$ cat config.mk
export PLATFORM = sky130hd
export DESIGN_NAME = hazard_control_unit
export DESIGN_NICKNAME = d
export VERILOG_FILES = /design/src/rtl/riscv_pipe_pkg.sv /design/src/rtl/mc_latency_counter.sv /design/src/rtl/hazard_control_unit.sv
export SDC_FILE = /design/constraint.sdc
export NUM_CORES = 1
export LEC_CHECK = 0
export CORE_UTILIZATION = 40
export CTS_BUF_LIST = sky130_fd_sc_hd__clkbuf_4
export DETAILED_ROUTE_END_ITERATION = 10
export DONT_BUFFER_PORTS = 1
export SYNTH_ARGS = -nofsm -noshare
export SYNTH_HDL_FRONTEND = slang
export SYNTH_SLANG_ARGS = --single-unit
export TNS_END_PERCENT = 30
$ cat constraint.sdc
create_clock -name clk -period 1.5 [get_ports clk]
set_input_delay 0.15 -clock clk [delete_from_list [all_inputs] [get_ports clk]]
set_output_delay 0.15 -clock clk [all_outputs]
set_load 0.02 [all_outputs]
$ cat src/rtl/riscv_pipe_pkg.sv
// Shared pipeline definitions for the 5-stage core: hazard FSM state encoding,
// default widths and the stage-register control levels used for NOP insertion.
package riscv_pipe_pkg;

    typedef enum logic [1:0] {
        RUN     = 2'b00,
        MC_BUSY = 2'b01,
        MC_DONE = 2'b10
    } hcu_state_e;

    localparam int REG_ADDR_W_DEF = 5;
    localparam int MC_CNT_W_DEF   = 4;

    // Stage-register control levels: a held register keeps its instruction,
    // an inserted NOP replaces it with a bubble.
    localparam logic STAGE_HOLD    = 1'b0;
    localparam logic STAGE_ADVANCE = 1'b1;
    localparam logic NOP_INSERT    = 1'b1;
    localparam logic NOP_NONE      = 1'b0;

endpackage

$ cat src/rtl/mc_latency_counter.sv
// Down-counter tracking the remaining cycles of a multi-cycle EX operation.
// Decrement saturates at zero so the count can never wrap.
module mc_latency_counter #(
    parameter int CNT_W = 4
) (
    input  logic             clk,
    input  logic             rst,
    input  logic             i_load,
    input  logic [CNT_W-1:0] i_load_val,
    input  logic             i_dec,
    output logic [CNT_W-1:0] o_cnt,
    output logic             o_one_left
);

    logic [CNT_W-1:0] r_cnt;

    always_ff @(posedge clk or posedge rst) begin
        if (rst) begin
            r_cnt <= '0;
        end else if (i_load) begin
            r_cnt <= i_load_val;
        end else if (i_dec && (r_cnt != '0)) begin
            r_cnt <= r_cnt - 1'b1;
        end
    end

    assign o_cnt      = r_cnt;
    assign o_one_left = (r_cnt == CNT_W'(1));

endmodule

$ cat src/rtl/hazard_control_unit.sv
// Pipeline sequencing controller: load-use stalls, taken-branch flushes and
// multi-cycle EX freezes. Optional perf counters under HAZARD_PERF_CNT_EN.
module hazard_control_unit
    import riscv_pipe_pkg::*;
#(
    parameter int REG_ADDR_W = REG_ADDR_W_DEF,
    parameter int MC_CNT_W   = MC_CNT_W_DEF
) (
    input  logic                  clk,
    input  logic                  rst,
    input  logic [REG_ADDR_W-1:0] id_rs1,
    input  logic [REG_ADDR_W-1:0] id_rs2,
    input  logic                  id_uses_rs1,
    input  logic                  id_uses_rs2,
    input  logic [REG_ADDR_W-1:0] id_ex_rd,
    input  logic                  id_ex_mem_read,
    input  logic                  ex_branch_taken,
    input  logic                  ex_mc_start,
    input  logic [MC_CNT_W-1:0]   ex_mc_cycles,
    output logic                  pc_write_en,
    output logic                  if_id_write_en,
    output logic                  id_ex_write_en,
    output logic                  if_id_flush,
    output logic                  id_ex_bubble,
    output logic                  ex_mem_bubble,
    output logic                  mc_busy,
    output logic                  mc_done
`ifdef HAZARD_PERF_CNT_EN
    ,
    output logic [31:0]           stall_cycles,
    output logic [31:0]           flush_count
`endif
);

    hcu_state_e          r_state;
    hcu_state_e          w_nextState;
    logic                w_loadUse;
    logic                w_evalHazards;
    logic                w_cntLoad;
    logic                w_cntDec;
    logic                w_cntOneLeft;
    logic [MC_CNT_W-1:0] w_cnt;
    logic [MC_CNT_W-1:0] w_mcLoadVal;

    assign w_loadUse = id_ex_mem_read && (id_ex_rd != '0) &&
                       ((id_uses_rs1 && (id_rs1 == id_ex_rd)) ||
                        (id_uses_rs2 && (id_rs2 == id_ex_rd)));

    // A latency of zero is treated as one, so the loaded remainder is max(N,1)-1.
    assign w_mcLoadVal = (ex_mc_cycles == '0) ? '0 : (ex_mc_cycles - 1'b1);

    mc_latency_counter #(
        .CNT_W(MC_CNT_W)
    ) u_mc_cnt (
        .clk       (clk),
        .rst       (rst),
        .i_load    (w_cntLoad),
        .i_load_val(w_mcLoadVal),
        .i_dec     (w_cntDec),
        .o_cnt     (w_cnt),
        .o_one_left(w_cntOneLeft)
    );

    always_ff @(posedge clk or posedge rst) begin
        if (rst) begin
            r_state <= RUN;
        end else begin
            r_state <= w_nextState;
        end
    end

    always_comb begin
        w_nextState    = r_state;
        w_evalHazards  = 1'b0;
        w_cntLoad      = 1'b0;
        w_cntDec       = 1'b0;
        pc_write_en    = STAGE_ADVANCE;
        if_id_write_en = STAGE_ADVANCE;
        id_ex_write_en = STAGE_ADVANCE;
        if_id_flush    = NOP_NONE;
        id_ex_bubble   = NOP_NONE;
        ex_mem_bubble  = NOP_NONE;
        mc_busy        = 1'b0;
        mc_done        = 1'b0;

        unique case (r_state)
            RUN: begin
                if (ex_mc_start) begin
                    pc_write_en    = STAGE_HOLD;
                    if_id_write_en = STAGE_HOLD;
                    id_ex_write_en = STAGE_HOLD;
                    ex_mem_bubble  = NOP_INSERT;
                    w_cntLoad      = 1'b1;
                    w_nextState    = (w_mcLoadVal != '0) ? MC_BUSY : MC_DONE;
                end else begin
                    w_evalHazards = 1'b1;
                end
            end
            MC_BUSY: begin
                pc_write_en    = STAGE_HOLD;
                if_id_write_en = STAGE_HOLD;
                id_ex_write_en = STAGE_HOLD;
                ex_mem_bubble  = NOP_INSERT;
                mc_busy        = 1'b1;
                w_cntDec       = 1'b1;
                // cnt==0 here is unreachable; leaving anyway avoids a lockup.
                if (w_cntOneLeft || (w_cnt == '0)) begin
                    w_nextState = MC_DONE;
                end
            end
            MC_DONE: begin
                mc_done       = 1'b1;
                w_evalHazards = 1'b1;
                w_nextState   = RUN;
            end
            default: begin
                w_nextState = RUN;
            end
        endcase

        // A taken branch wins over a load-use stall: the stalled instruction is discarded.
        if (w_evalHazards) begin
            if (ex_branch_taken) begin
                if_id_flush  = NOP_INSERT;
                id_ex_bubble = NOP_INSERT;
                pc_write_en  = STAGE_ADVANCE;
            end else if (w_loadUse) begin
                pc_write_en    = STAGE_HOLD;
                if_id_write_en = STAGE_HOLD;
                id_ex_bubble   = NOP_INSERT;
            end
        end
    end

`ifdef HAZARD_PERF_CNT_EN
    logic [31:0] r_stallCycles;
    logic [31:0] r_flushCount;

    always_ff @(posedge clk or posedge rst) begin
        if (rst) begin
            r_stallCycles <= '0;
            r_flushCount  <= '0;
        end else begin
            if (!pc_write_en && (r_stallCycles != '1)) begin
                r_stallCycles <= r_stallCycles + 32'd1;
            end
            if (if_id_flush && (r_flushCount != '1)) begin
                r_flushCount <= r_flushCount + 32'd1;
            end
        end
    end

    assign stall_cycles = r_stallCycles;
    assign flush_count  = r_flushCount;
`endif

endmodule

==> out/results.ini, run 1 <==
[clock_network]
clk_transition_reported_paths_ps = 40
h-tree-depth = 1
tritoncts = built
cts_buffers = 3
cts_root_buf = clkbuf_4
clockBufferDepth = 2
cts_num_sinks = 6
clk_latency_ps = 240

[grt]
grt_pass1_vias = 405
grt-ovfl-total = 0
grt_pass1_wl_um = 1400
grt_max_degree = 7
antenna_found_initial = 0
track_usage_pct = 14.0

[placed_design]
place_ws_ps = 61.6
dp_hpwl_um = 882
port-buffer-count = 0
gp_congestion = 0.692

[sta]
fin_tns_setup_ps = 0
worst_pin_slew_ps = 391
fin_crit_sh_pct = 99.1
slew_violations = 0
rsz0062_at_grt = true
hold_viol = 0
skew_ps = 0.172
max_freq_mhz = 673
setup_viol = 0
fin_ws_ps = 14.2
timing.final.crit_period_ps = 1490
relSlewSlack_pct = 73.9
timing.hold.ws_ps = 15.7

[floorplan]
initial_core_util_pct = 43.6
ios = 34
die_w_um = 40.1
core_sq_um = 1330
dieArea_sq_um = 1610
rows = 13
fp.dieH_um = 40.1

[critical_path]
cp_max_fo = 6
worstPathArrival_ps = 1340
worstPathRequired_ps = 1350
crit_type = flip-flop to output port
worstSetupEndpointType = output port
startpoint_type = flip-flop

[drt]
routed_wl_um = 1070
post_drt_via_cell_ratio = 5.41
drt-initial-drc-count = 10
wl_per_cell_um = 11.1
final_antenna_net_count = 0
vias = 519
route.detailed.drc = 0
dr.pass1.iters = 4

[synth]
synth_cells = 69
yosysWarnings = 0
synth-async-reset-ratio_pct = 100
synth_edf_count = 0
synth_nets = 97
synth_top_flop_cell = dfrtp_1
syn_area_sq_um = 582
ys_seq_area_share_pct = 25.8
synth_seq_cells = 6
synth.distinct_cells = 29
synth.avg_cell_area_sq_um = 8.43

[power_and_ir_drop]
powerDensity_nw_per_um2 = 1730
power.total_mw = 1.23
leakage_nw = 0.304
ir_drop_mv = 0.816

[final_layout]
antenna_cells = 0
seq_area_sq_um = 151
multi_input_area_sq_um = 428
nNetsFinal = 111
fillCellCount = 129
syn_to_final_growth_pct = 22.6
layout-drive-gt1-share_pct = 23.5
utilization_pct = 53.5

[run]
maxCapViolations = 0

[worst_hold_path]
min_path_type = input pin to flip-flop

[run_status]
outcome = finished clean

## power breakdown
group | total, mW | switching (mW) | internal (mW)
combinational | 0.783 | 0.415 | 0.368
clock | 0.146 | 0.0558 | 0.0903
sequential | 0.303 | 0.0560 | 0.247
## final timing paths
check,slack [ps],end,depth (start not counted),startpoint
max reg2reg,90,u_mc_cnt.o_cnt[1]$_DFFE_PP0P_,5,r_state[1]$_DFFE_PP0P_
min in group asynchronous,260,u_mc_cnt.o_cnt[3]$_DFFE_PP0P_,2,rst
min reg2reg,600,u_mc_cnt.o_cnt[3]$_DFFE_PP0P_,2,u_mc_cnt.o_cnt[3]$_DFFE_PP0P_
max in group asynchronous,1040,r_state[0]$_DFFE_PP0P_,2,rst
max,10,if_id_write_en,5,r_state[0]$_DFFE_PP0P_
min,20,u_mc_cnt.o_cnt[0]$_DFFE_PP0P_,1,ex_mc_cycles[0]
## state kept, by name, summed over array words and instances (netlist names)
signal	count
r_state	2
u_mc_cnt.o_cnt	4
## critical path, cell delays in order (launching register included)
cell	delay [ps]
dfrtp_2	410
buf_4	160
nor2_1	100
nor2_1	60
inv_1	100
o41a_1	280
## placed cells by master (no fill, tap or decap), drive strengths merged, types with 2 or more instances in the layout
cell	instances
xor2	8
buf	8
nor2	6
inv	6
dfrtp	6
xnor2	5
o21ai	4
nand2b	4
nand2	3
clkbuf	3
a21oi	3
or3	2
nor3	2
o41a	2
ha	2
nor4	2
## per-stage QoR
stage	area [sq um]	instances
floorplan	582	69
global placement	646	90
detailed placement	646	90
CTS	709	96
global route	713	96
finish	713	96
## per-layer routing
metal	GRT usage (%)	vias up	wire, um
li1	-	274	-
met1	15.3	221	462
met2	23.4	24	537
met3	3.33	0	67
met4	10.3	0	0
met5	0	-	0
## synth_stat cells (2+ instances only)
library cell,count,area (sq um)
nor3_1,2,10.0
a21oi_1,3,15.0
xor2_1,8,70.1
nor2_1,6,22.5
inv_1,6,22.5
o21ai_0,4,20.0
ha_1,2,25.0
nand2_1,3,11.3
dfrtp_1,6,150
or3_1,2,12.5
o41a_1,2,22.5
xnor2_1,5,43.8
nand2b_1,4,25.0
## kinds of logic after synthesis
family,Yosys count,share of synthesized area (%)
fa+ha+maj,2,4.30
compound gates,15,17.9
xor+xnor,13,19.6
simple gates,25,24.9
flops,6,25.8
mux,2,3.66
buf+inv,6,3.87
## layout make-up
| type | count | share of cell area (%) |
|---|---|---|
| timing repair buffer | 9 | 9.82 |
| sequential | 6 | 21.2 |
| inverter | 6 | 3.16 |
| multi-input combinational | 57 | 60.0 |
| tap | 15 | 2.63 |
| clock buffer | 3 | 3.16 |
## timing repair
action	in CTS	in global routing
setup endpoints to repair	3	5
pin swaps	3	0
gates resized for setup	3	2
buffers inserted	2	0
hold endpoints to repair	6	0
hold buffers	1	0
Note: power is estimated with default switching activity, not from simulation.
==> inputs of run 2 (changes only) <==
- SYNTH_HIERARCHICAL: unset -> 1
==> out/results.ini, run 2 <==
[run_status]
outcome = finished with violations  ; was finished clean
violations = negative setup slack

[sta]
relSlewSlack_pct = 74.1  ; was 73.9%
timing.final.crit_period_ps = 1570  ; was 1490 ps
slew_violations = 0  ; unchanged
fin_tns_setup_ps = -188  ; was 0 ps
fin_ws_ps = -67.0  ; was 14.2 ps
worst_pin_slew_ps = 385  ; was 391 ps
setup_viol = 4  ; was 0
skew_ps = 7.56  ; was 0.172 ps
timing.hold.ws_ps = 108  ; was 15.7 ps
rsz0062_at_grt = true  ; unchanged
max_freq_mhz = 638  ; was 673 MHz
hold_viol = 0  ; unchanged
fin_crit_sh_pct = 104  ; was 99.1%

[placed_design]
gp_congestion = 0.775  ; was 0.692
port-buffer-count = 0  ; unchanged
place_ws_ps = 15.2  ; was 61.6 ps
place_area_sq_um = 717  ; was 646 sq um
dp_hpwl_um = 1090  ; was 882 um

[clock_network]
tritoncts = built  ; unchanged
cts_root_buf = clkbuf_4  ; unchanged
clk_transition_reported_paths_ps = 50  ; was 40 ps
clockBufferDepth = 2  ; unchanged
clk_latency_ps = 250  ; was 240 ps
cts_buffers = 3  ; unchanged
cts_num_sinks = 6  ; unchanged
h-tree-depth = 1  ; unchanged

[grt]
track_usage_pct = 18.2  ; was 14.0%
antenna_found_initial = 0  ; unchanged
grt_pass1_wl_um = 2430  ; was 1400 um
grt_max_degree = 13  ; was 7
grt-ovfl-total = 0  ; unchanged
grt_pass1_vias = 593  ; was 405

[floorplan]
dieArea_sq_um = 1760  ; was 1610 sq um
core_sq_um = 1490  ; was 1330 sq um
die_w_um = 41.9  ; was 40.1 um
fp.dieH_um = 41.9  ; was 40.1 um
rows = 14  ; was 13
ios = 34  ; unchanged
initial_core_util_pct = 42.8  ; was 43.6%

[synth]
synth_nets = 105  ; was 97
synth_edf_count = 0  ; unchanged
syn_area_sq_um = 637  ; was 582 sq um
synth.distinct_cells = 31  ; was 29
ys_seq_area_share_pct = 23.6  ; was 25.8%
synth_seq_cells = 6  ; unchanged
synthTopCellsByArea = dfrtp_1, xor2_1, nor3b_1, nand2_1, inv_1  ; was dfrtp_1, xor2_1, xnor2_1, ha_1, nand2b_1
synth_cells = 77  ; was 69
yosysWarnings = 6  ; was 0
synth_top_flop_cell = dfrtp_1  ; unchanged
yosys-top-cells-count = nand2_1, xor2_1, inv_1  ; was xor2_1, dfrtp_1, inv_1, nor2_1, xnor2_1
synth.avg_cell_area_sq_um = 8.27  ; was 8.43 sq um
synth-async-reset-ratio_pct = 100  ; unchanged
yosysTopAreaCell = dfrtp_1  ; unchanged
synth_top_area_share_pct = 23.6  ; was 25.8%

[drt]
final_antenna_net_count = 0  ; unchanged
wl_per_cell_um = 14.7  ; was 11.1 um
routed_wl_um = 1690  ; was 1070 um
post_drt_via_cell_ratio = 5.74  ; was 5.41
vias = 660  ; was 519
dr.pass1.iters = 4  ; unchanged
route.detailed.drc = 0  ; unchanged
drt-initial-drc-count = 13  ; was 10

[final_layout]
final_cell_mix = buf_4, xor2_1, nand2_1, dfrtp_1  ; was xor2_1, buf_4, nor2_1
antenna_cells = 0  ; unchanged
fillCellCount = 131  ; was 129
syn_to_final_growth_pct = 40.9  ; was 22.6%
final_common_cell = buf_4
stdcell_area_sq_um = 897  ; was 713 sq um
nNetsFinal = 129  ; was 111
largest_reg_flops = 4  ; unchanged
utilization_pct = 60.3  ; was 53.5%
layout-drive-gt1-share_pct = 39.4  ; was 23.5%

[critical_path]
path_cells = inv_2 -> a21oi_4 -> nand2_2 -> inv_2 -> o41a_1  ; was buf_4 -> nor2_1 -> nor2_1 -> inv_1 -> o41a_1
r2r_end = u_mc_cnt/o_cnt[3]$_DFFE_PP0P_  ; was u_mc_cnt.o_cnt[1]$_DFFE_PP0P_
r2r_cells = 6  ; was 5
cp_max_fo = 3  ; was 6
worstPathArrival_ps = 1420  ; was 1340 ps
worstSetupEndpointType = output port  ; unchanged
r2r_start = r_state[1]$_DFFE_PP0P_  ; unchanged
startpoint_type = flip-flop  ; unchanged
cp-endpoint = pc_write_en  ; was if_id_write_en
crit_slowest_cell = o41a_1  ; was dfrtp_2
regToRegSetupSlack_ps = -20  ; was 90 ps
cp_common_cell = inv_2  ; was nor2_1
max_stage_delay_ps = 510  ; was 410 ps
crit_type = flip-flop to output port  ; unchanged
crit_start = r_state[1]$_DFFE_PP0P_  ; was r_state[0]$_DFFE_PP0P_
worstPathRequired_ps = 1350  ; about the same

[run]
maxCapViolations = 0  ; unchanged

[power_and_ir_drop]
leakage_nw = 0.408  ; was 0.304 nW
ir_drop_mv = 1.28  ; was 0.816 mV
powerDensity_nw_per_um2 = 1760  ; was 1730 nW/um^2

[worst_hold_path]
min_path_type = input pin to flip-flop  ; unchanged

## run 2: report_power, final
part | total, mW | switching (mW) | leakage [nW] | internal [mW]
logic | 1.10 | 0.556 | 0.319 | 0.545
registers | 0.321 | 0.0812 | 0.0744 | 0.240
clock network | 0.155 | 0.0639 | 0.0138 | 0.0909
## run 2: worst max-delay path, delay by kind of cell, from the launching register on
family | cells | cell delay (ps)
AO/OA/AOI/OAI | 2 | 570
flip-flops | 1 | 390
buffers and inverters | 2 | 120
AND/OR/NAND/NOR | 1 | 80
## run 2: per-layer routing
metal | wire length [um] | global-route usage [%] | share of wire [%]
met1 | 684 | 21.9 | 40
met2 | 872 | 29.7 | 52
met3 | 133 | 8.26 | 7.9
met4 | 0 | 3.87 | 0
met5 | 0 | 0 | 0
## run 2: how the worst min path moves through the flow
| stage | startpoint | end | slack (ps) | depth (start not counted) |
|---|---|---|---|---|
| 4_1_cts | ex_mc_cycles[2] | r_state[1]$_DFFE_PP0P_ | 100 | 3 |
| 3_3_place_gp | rst | r_state[0]$_DFFE_PP0P_ | -100 | 1 |
| 3_5_place_dp | rst | r_state[1]$_DFFE_PP0P_ | -100 | 1 |
| 2_1_floorplan | rst | r_state[0]$_DFFE_PP0P_ | -110 | 1 |
| 5_1_grt | ex_mc_cycles[2] | r_state[1]$_DFFE_PP0P_ | 120 | 3 |
| 6_report | ex_mc_cycles[2] | r_state[1]$_DFFE_PP0P_ | 110 | 3 |
## run 2: cell families (layout without fill, tap and decap cells)
logic type / after synthesis / in the layout / synth area share, %
adder cells (fa/ha/maj): 2 / 2 / 3.93
buffers and inverters: 8 / 30 / 5.31
multiplexers: 2 / 2 / 3.34
AO/OA/AOI/OAI: 15 / 15 / 17.3
XOR/XNOR: 10 / 10 / 13.8
AND/OR/NAND/NOR: 34 / 34 / 32.8
flip-flops: 6 / 6 / 23.6
## run 2: metrics by stage
| stage | power [mW] | std cells |
|---|---|---|
| floorplan | 0.923 | 77 |
| global placement | 1.14 | 100 |
| detailed placement | 1.15 | 100 |
| CTS | 1.38 | 108 |
| global route | 1.71 | 115 |
| finish | 1.58 | 115 |
## run 2: cell type report
type,count,area [sq um],area share (%)
multi-input cells,63,524,58.4
repair buffers,20,154,17.2
flip-flops and latches,6,150,16.7
inverters,7,26.3,2.93
clock buffers,3,22.5,2.51
well taps,16,20.0,2.23
## run 2: repair_timing
action / 4_1_cts / 5_1_grt
endpoints found under the hold margin: 6 / 0
hold buffers: 1 / 0
buffers inserted: 4 / 6
endpoints found under the setup margin: 3 / 6
gates resized for setup: 2 / 14
pin swaps: 4 / 4
gates cloned: 0 / 1
==> inputs of run 3 (changes only) <==
--- a/config.mk
+++ b/config.mk
@@ -7,4 +7,6 @@
 export LEC_CHECK = 0
+export ABC_AREA = 1
 export CORE_UTILIZATION = 40
 export CTS_BUF_LIST = sky130_fd_sc_hd__clkbuf_4
+export CTS_CLUSTER_SIZE = 16
 export DETAILED_ROUTE_END_ITERATION = 10
--- a/constraint.sdc
+++ b/constraint.sdc
@@ -3,2 +3,2 @@
 set_output_delay 0.15 -clock clk [all_outputs]
-set_load 0.02 [all_outputs]
+set_load 0.1 [all_outputs]
==> out/results.ini, run 3 <==
[final_layout]
fillCellCount = 186  ; was 131
stdcell_area_sq_um = 951  ; was 897 sq um
seq_area_sq_um = 150  ; unchanged
final_common_cell = nand2_1  ; was buf_4
syn_to_final_growth_pct = 28.4  ; was 40.9%
layout-drive-gt1-share_pct = 24.2  ; was 39.4%
nNetsFinal = 183  ; was 129
final_cell_mix = nand2_1, inv_1, nor2_1, inv_2, buf_4  ; was buf_4, xor2_1, nand2_1, dfrtp_1
largest_reg_flops = 4  ; unchanged
multi_input_area_sq_um = 513  ; was 524 sq um
antenna_cells = 0  ; unchanged

[critical_path]
crit_start = r_state[0]$_DFFE_PP0P_  ; was r_state[1]$_DFFE_PP0P_
worstSetupEndpointType = output port  ; unchanged
crit_type = flip-flop to output port  ; unchanged
r2r_end = u_mc_cnt/o_cnt[2]$_DFFE_PP0P_  ; was u_mc_cnt/o_cnt[3]$_DFFE_PP0P_
crit_slowest_cell = dfrtp_1  ; was o41a_1
startpoint_type = flip-flop  ; unchanged
r2r_cells = 9  ; was 6
path_cells = a21oi_2 -> nand2_1 -> a21oi_2 -> nand2_1 -> nand2_2 -> nand2_2 -> buf_12  ; was inv_2 -> a21oi_4 -> nand2_2 -> inv_2 -> o41a_1
worstPathArrival_ps = 1380  ; was 1420 ps
regToRegSetupSlack_ps = 210  ; was -20 ps
cp_max_fo = 4  ; was 3
r2r_start = r_state[1]$_DFFE_PP0P_  ; unchanged
worstPathRequired_ps = 1350  ; about the same
max_stage_delay_ps = 420  ; was 510 ps

[sta]
max_freq_mhz = 654  ; was 638 MHz
timing.hold.ws_ps = 164  ; was 108 ps
hold_viol = 0  ; unchanged
relSlewSlack_pct = 80.2  ; was 74.1%
fin_ws_ps = -28.4  ; was -67.0 ps
setup_viol = 2  ; was 4
rsz0062_at_grt = true  ; unchanged
fin_crit_sh_pct = 102  ; was 104%
worst_pin_slew_ps = 297  ; was 385 ps
skew_ps = 2.12  ; was 7.56 ps
timing.final.crit_period_ps = 1530  ; was 1570 ps
slew_violations = 0  ; unchanged

[worst_hold_path]
hold_end = u_mc_cnt/o_cnt[1]$_DFFE_PP0P_  ; was r_state[1]$_DFFE_PP0P_
min_from = ex_mc_cycles[0]  ; was ex_mc_cycles[2]
min_path_type = input pin to flip-flop  ; unchanged
hold_depth = 4  ; was 3

[floorplan]
ios = 34  ; unchanged
core_sq_um = 1730  ; was 1490 sq um
rows = 15  ; was 14
fp.dieH_um = 45.0  ; was 41.9 um
initial_core_util_pct = 42.9  ; was 42.8%
dieArea_sq_um = 2030  ; was 1760 sq um
die_w_um = 45.0  ; was 41.9 um

[drt]
wl_per_cell_um = 8.98  ; was 14.7 um
vias = 813  ; was 660
drt-initial-drc-count = 10  ; was 13
post_drt_via_cell_ratio = 4.57  ; was 5.74
route.detailed.drc = 0  ; unchanged
final_antenna_net_count = 0  ; unchanged
dr.pass1.iters = 4  ; unchanged
routed_wl_um = 1600  ; was 1690 um

[run_status]
outcome = finished with violations  ; unchanged
violations = negative setup slack  ; unchanged

[synth]
yosysTopAreaCell = nand2_1  ; was dfrtp_1
synth.distinct_cells = 20  ; was 31
yosysWarnings = 6  ; unchanged
synth_top_area_share_pct = 28.4  ; was 23.6%
ys_seq_area_share_pct = 20.3  ; was 23.6%
synth_seq_cells = 6  ; unchanged
synth_top_flop_cell = dfrtp_1  ; unchanged
synth.most_common_cell = nand2_1
synth_cells = 139  ; was 77
synth_nets = 167  ; was 105
synth-async-reset-ratio_pct = 100  ; unchanged
synthTopCellsByArea = nand2_1, dfrtp_1, inv_1, nor2_1, ha_1  ; was dfrtp_1, xor2_1, nor3b_1, nand2_1, inv_1
synth_edf_count = 0  ; unchanged
yosys-top-cells-count = nand2_1, inv_1, nor2_1  ; was nand2_1, xor2_1, inv_1
syn_area_sq_um = 741  ; was 637 sq um
synth.avg_cell_area_sq_um = 5.33  ; was 8.27 sq um

[power_and_ir_drop]
leakage_nw = 0.563  ; was 0.408 nW
ir_drop_mv = 1.57  ; was 1.28 mV
powerDensity_nw_per_um2 = 2460  ; was 1760 nW/um^2

[clock_network]
cts_num_sinks = 6  ; unchanged
cts_buffers = 3  ; unchanged
tritoncts = built  ; unchanged
clk_latency_ps = 230  ; was 250 ps
cts_root_buf = clkbuf_4  ; unchanged
clk_transition_reported_paths_ps = 40  ; was 50 ps
clockBufferDepth = 2  ; unchanged
h-tree-depth = 1  ; unchanged

[placed_design]
port-buffer-count = 0  ; unchanged
gp_congestion = 0.767  ; was 0.775
place_area_sq_um = 891  ; was 717 sq um
dp_hpwl_um = 1390  ; was 1090 um

[grt]
antenna_found_initial = 0  ; unchanged
grt_max_degree = 8  ; was 13
track_usage_pct = 17.4  ; was 18.2%
grt-ovfl-total = 0  ; unchanged
grt_pass1_wl_um = 2650  ; was 2430 um
grt_pass1_vias = 705  ; was 593

[run]
maxCapViolations = 0  ; unchanged

-- run 3: changes by cell type after synthesis, moves of 3 or more --
| cell | previous run | this run |
|---|---|---|
| nand2_1 | 8 | 56 |
| nor3b_1 | 5 | 1 |
| inv_2 | 0 | 6 |
| nand3_1 | 0 | 5 |
| nor2_2 | 0 | 4 |
| nor2_1 | 5 | 17 |
| nor2b_1 | 3 | 0 |
| xor2_1 | 8 | 0 |
| inv_1 | 7 | 24 |
-- run 3: what timing repair did --
item / 4_1_cts / 5_1_grt
resized for setup: 3 / 2
setup buffers: 2 / 0
endpoints found under the hold margin: 6 / 0
setup endpoints to repair: 4 / 5
pin swaps: 1 / 0
hold buffers: 1 / 0
-- run 3: area by class of cell --
type,count,share of cell area [%]
multi-input cells,103,53.9
repair buffers,11,12.4
well taps,25,3.29
inverters,30,12.2
clock buffers,3,2.37
flip-flops and latches,6,15.8
-- run 3: how the worst max path moves through the flow --
stage / endpoint / slack [ps] / depth (start not counted)
floorplan: r_state[1]$_DFFE_PP0P_ / -750 / 5
global placement: if_id_write_en / 150 / 7
detailed placement: if_id_write_en / 110 / 7
CTS: if_id_write_en / -30 / 7
global route: if_id_write_en / -130 / 8
finish: if_id_write_en / -30 / 7
-- run 3: worst max-delay path: cells and delay by family, from the launching register on --
kind,cells,cell delay (ps)
AOI/OAI and AO/OA,2,240
DFF,1,420
buffers and inverters,1,170
and+or+nand+nor,4,320
-- run 3: layer usage --
layer,up-vias,GRT usage (%),share of wire (%)
li1,442,-,-
met1,343,22.0,45
met2,26,29.9,48
met3,2,2.80,6.9
met4,0,5.45,0.38
met5,-,0,0
-- run 3: report_power, final --
| part | leakage [nW] | internal, mW | switching [mW] | total (mW) |
|---|---|---|---|---|
| Clock | 0.0138 | 0.0896 | 0.0453 | 0.135 |
| Combinational | 0.475 | 0.532 | 1.33 | 1.86 |
| Sequential | 0.0745 | 0.243 | 0.0982 | 0.342 |
-- run 3: cells by family (layout without fill, tap and decap cells) --
kind of cell | after synthesis | count (layout) | share of synthesized area (%)
simple gates | 90 | 90 | 51.5
buf+inv | 30 | 44 | 15.2
compound gates | 11 | 11 | 9.63
flops | 6 | 6 | 20.3
fa+ha+maj | 2 | 2 | 3.38
-- run 3: stage by stage --
step / utilization (%) / total power [mW] / setup slack (ps) / TNS, ps / instances
floorplan: - / 1.76 / -751 / -3270 / 139
global placement: 51.6 / 2.11 / 148 / 0 / 172
detailed placement: 51.6 / 2.13 / 108 / 0 / 172
CTS: 54.9 / 2.33 / -31.0 / -45.9 / 178
global route: 55.1 / 2.49 / -129 / -329 / 178
finish: 55.1 / 2.34 / -28.4 / -28.7 / 178
